[src/rtl/l2_arbiter.sv]
// Two-way arbiter sharing the unified L2 port between the L1 I-cache and D-cache.
// One grant per transaction; the winning request is latched so L2 sees a stable request.
module l2_arbiter #(
    parameter int ADDR_WIDTH   = 16,
    parameter int LINE_WIDTH   = 128,
    parameter bit FIXED_D_PRIO = 1'b0
) (
    input  logic                  clk,
    input  logic                  reset,
    input  logic                  i_mem_read,
    input  logic [ADDR_WIDTH-1:0] i_mem_address,
    output logic [LINE_WIDTH-1:0] i_mem_rdata,
    output logic                  i_mem_resp,
    input  logic                  d_mem_read,
    input  logic                  d_mem_write,
    input  logic [ADDR_WIDTH-1:0] d_mem_address,
    input  logic [LINE_WIDTH-1:0] d_mem_wdata,
    output logic [LINE_WIDTH-1:0] d_mem_rdata,
    output logic                  d_mem_resp,
    output logic                  l2_mem_read,
    output logic                  l2_mem_write,
    output logic [ADDR_WIDTH-1:0] l2_mem_address,
    output logic [LINE_WIDTH-1:0] l2_mem_wdata,
    input  logic [LINE_WIDTH-1:0] l2_mem_rdata,
    input  logic                  l2_mem_resp
);

    typedef enum logic [1:0] {
        IDLE    = 2'd0,
        SERVE_I = 2'd1,
        SERVE_D = 2'd2
    } state_t;

    state_t state;
    logic   last_grant;
    logic   i_req;
    logic   d_req;
    logic   grant_i;
    logic   grant_d;

    assign i_req = i_mem_read;
    assign d_req = d_mem_read | d_mem_write;

    // D wins a conflict under fixed priority, or when I held the previous grant.
    always_comb begin
        grant_i = 1'b0;
        grant_d = 1'b0;
        if (d_req && (!i_req || FIXED_D_PRIO || !last_grant)) begin
            grant_d = 1'b1;
        end else if (i_req) begin
            grant_i = 1'b1;
        end
    end

    // The l2_mem_* registers are the latched copy of the winning request.
    always_ff @(posedge clk or posedge reset) begin
        if (reset) begin
            state          <= IDLE;
            last_grant     <= 1'b0;
            l2_mem_read    <= 1'b0;
            l2_mem_write   <= 1'b0;
            l2_mem_address <= '0;
            l2_mem_wdata   <= '0;
        end else begin
            case (state)
                IDLE: begin
                    if (grant_d) begin
                        state          <= SERVE_D;
                        last_grant     <= 1'b1;
                        l2_mem_read    <= ~d_mem_write;
                        l2_mem_write   <= d_mem_write;
                        l2_mem_address <= d_mem_address;
                        l2_mem_wdata   <= d_mem_wdata;
                    end else if (grant_i) begin
                        state          <= SERVE_I;
                        last_grant     <= 1'b0;
                        l2_mem_read    <= 1'b1;
                        l2_mem_write   <= 1'b0;
                        l2_mem_address <= i_mem_address;
                        l2_mem_wdata   <= '0;
                    end
                end
                SERVE_I, SERVE_D: begin
                    if (l2_mem_resp) begin
                        state        <= IDLE;
                        l2_mem_read  <= 1'b0;
                        l2_mem_write <= 1'b0;
                    end
                end
                default: begin
                    state <= IDLE;
                end
            endcase
        end
    end

    // A response in IDLE belongs to nobody and is dropped.
    assign i_mem_resp  = (state == SERVE_I) && l2_mem_resp;
    assign d_mem_resp  = (state == SERVE_D) && l2_mem_resp;
    assign i_mem_rdata = l2_mem_rdata;
    assign d_mem_rdata = l2_mem_rdata;

endmodule

[config.mk]
export PLATFORM = sky130hd
export DESIGN_NAME = l2_arbiter
export DESIGN_NICKNAME = d
export VERILOG_FILES = /design/src/rtl/l2_arbiter.sv
export SDC_FILE = /design/constraint.sdc
export NUM_CORES = 1
export LEC_CHECK = 0
export ABC_AREA = 1
export CORE_AREA = 2 2 271 273
export DETAILED_ROUTE_END_ITERATION = 10
export DIE_AREA = 0 0 273 275
export SYNTH_ARGS = -nofsm -noshare
export SYNTH_HDL_FRONTEND = slang
export SYNTH_SLANG_ARGS = --single-unit
[constraint.sdc]
create_clock -name clk -period 5.2 [get_ports clk]
set_input_delay 1.04 -clock clk [delete_from_list [all_inputs] [get_ports clk]]
set_output_delay 1.04 -clock clk [all_outputs]
set_load 0.05 [all_outputs]
==> impl_metrics.yaml <==
outcome:
  status: "completed"
placed_design:
  place_ws_ps: 1610
  gp_congestion: 0.787
  place_hpwl_um: 18100
  port_buffers: 313
  dpl.cell_count: 1947
min_path:
  worstHoldStart: "l2_mem_write"
  worstHoldPathType: "flop to flop"
synth:
  synth_fp_nets: 1257
  syn_area_per_cell_um2: 8.42
  synth_warnings: 0
  post_synth_num_cell_types: 19
  yosysSeqAreaShare_pct: 46.1
  synthesis.instances: 960
  synth.cell_area_mm2: 0.00808
  synth_seq_cells: 149
power_and_ir_drop:
  peakVddDrop_mv: 0.842
  p_int_mw: 3.76
  powerDensity_mw_per_mm2: 672
  pwr-share-comb_pct: 54.4
  pwr-share-seq_pct: 26.3
  p_sw_mw: 3.66
  pwr-share-clk_pct: 19.3
  p_sw_share_pct: 49.3
  power_mw: 7.43
  p_leak_nw: 4.92
clocking:
  cts_hold_buffers: 0
  clock-sinks: 149
  root_buffer: "clkbuf_16"
  cts_buffers: 17
  worstSkewPairLatency_ps: 460
  cts.path.max_buffers: 2
  clk_pin_slew_ps: 70
  htreeDepth: 4
  cts-resized-gates: 0
  cts_tree: "yes"
  post_cts_buffers: 0
detailed_routing:
  route.detailed.drc: 0
  vias: 5762
  drt-total-wl_um: 25200
  drt-wirelength-per-cell_um: 12.7
  firstDrtPassIters: 4
  viasPerCell: 2.91
  postRouteAntennaNets: 0
  drtIter0Drc: 206
worst_setup_path:
  critPathLaunchType: "input port"
  critPathKind: "input port to primary output"
  cp-startpoint: "l2_mem_resp"
  critical_path.cell_chain: "clkdlybuf4s50_1 -> nand2_1 -> inv_1 -> clkdlybuf4s50_1"
  rrSetupSlack_ps: 2970
  cp-end-kind: "primary output"
  cp.required_ps: 4160
  cp_top_family: "buffers and inverters"
  cp_common_cell: "clkdlybuf4s50_1"
  critical_path.max_fanout: 3
  cp.buffers_inverters: 3
  cpPeakStageDelay_ps: 790
  cp_slowest_cell: "clkdlybuf4s50_1"
  r2r_start: "state[0]"
  crit_arrival_ps: 2560
timing:
  fmax_mhz: 278
  relSlewSlack_pct: 43.0
  setup_violations: 0
  clock_skew_ps: 12.4
  fin_ws_ps: 1600
  drv_slew: 0
  fin_setup_tns_ps: 0
  min_period_ps: 3600
  period_share_pct: 69.2
  rsz0062_at_grt: "no"
  worst_pin_slew_ps: 856
  hold_viol_final: 0
final_layout:
  final_util_pct: 15.3
  layout_common_cells: "clkdlybuf4s50_1, nand2_1, inv_1"
  fillCellCount: 8209
  insertedDiodeCount: 0
  regArea_mm2: 0.00373
  mostFrequentLayoutCell: "clkdlybuf4s50_1"
  multiInputGateArea_mm2: 0.00169
  drive_gt1_share_pct: 4.22
  area_growth_pct: 36.8
  nets: 1304
  fin_cells: 1979
flow_run:
  maxCapViolations: 0
grt:
  grt_pass1_vias: 5862
  grt_max_degree: 146
  grt_pass1_wl_um: 36300
  grt_overflow: 0
  grt_antenna_before_repair: 0
  grt.total_usage_pct: 6.64
floorplan:
  die_h_um: 275
  fp.coreArea_mm2: 0.0723
  io_pins: 698
  rows: 99
  die_x_um: 273
  start_util_pct: 11.2
  dieArea_mm2: 0.0751
==> cell usage after synthesis <==
library cell    n  area (um2)
buf_4         260        1950
nand2_1       191         717
inv_1         154         578
dfrtp_1       149        3730
o21ai_0        98         490
o21ai_1        31         155
nand3_1        21         105
buf_2          16        80.1
nand3b_1       16         120
clkbuf_1       12        45.0
ha_1            3        37.5
nand2_2         2        12.5
a21oi_2         1        8.76
buf_6           1        11.3
inv_2           1        3.75
nand3_2         1        10.0
nor2_1          1        3.75
o21ai_4         1        16.3
or2_2           1        6.26
==> worst register-to-register path, stage by stage, from the launching register on <==
cell and delay, ps:
dfrtp_1 400, inv_1 90, ha_1 370, nand3_4 490
buf_12 380, o21ai_0 410
==> per-stage QoR <==
step                area, um2  hold slack, ps
detailed placement      10400             461
CTS                     11100             476
finish                  11100             471
floorplan                8080             462
global route            11100             492
global placement        10400             460
==> worst paths after layout <==
path                                     endpoint  cells past startpoint
worst max-delay path                   d_mem_resp                      4
worst min-delay path                 l2_mem_write                      2
worst max register to register   l2_mem_wdata[89]                      5
min in group asynchronous       l2_mem_address[0]                      2
worst min register to register       l2_mem_write                      2
max in group asynchronous        l2_mem_wdata[55]                      3
==> state kept, by name (all words and copies together) (netlist names) <==
name / flops
l2_mem_wdata: 128
l2_mem_write: 1
state: 2
l2_mem_read: 1
last_grant: 1
l2_mem_address: 16
==> logic make-up (layout without fill, tap and decap cells) <==
kind of cell / after synthesis / in the layout / synth area share (%)
and+or+nand+nor: 233 / 233 / 12.1
DFF: 149 / 149 / 46.1
AOI/OAI and AO/OA: 131 / 131 / 8.30
buffers and inverters: 444 / 504 / 33.0
adders and majority gates: 3 / 3 / 0.465
==> power by group through the flow <==
stage	Combinational, mW	Sequential, mW	Clock [mW]
finish	4.04	1.95	1.43
global route	4.30	2.01	1.55
CTS	4.10	1.96	1.51
detailed placement	4.10	1.97	0
global placement	4.09	1.96	0
floorplan	1.46	3.63	0
==> per-layer routing <==
metal,up-vias,GRT usage (%),wire (um)
li1,2735,-,-
met1,2479,6.45,9150
met2,436,9.52,10600
met3,112,4.42,3610
met4,0,6.07,1830
met5,-,0.125,0
==> final cells by class <==
class	count	area share, %
Sequential cell	149	33.7
Tap cell	959	10.9
Timing Repair Buffer	317	28.9
Clock inverter	14	2.00
Inverter	155	5.31
Multi-Input combinational cell	367	15.3
Clock buffer	18	3.88
Note: power is estimated with default switching activity, not from simulation.
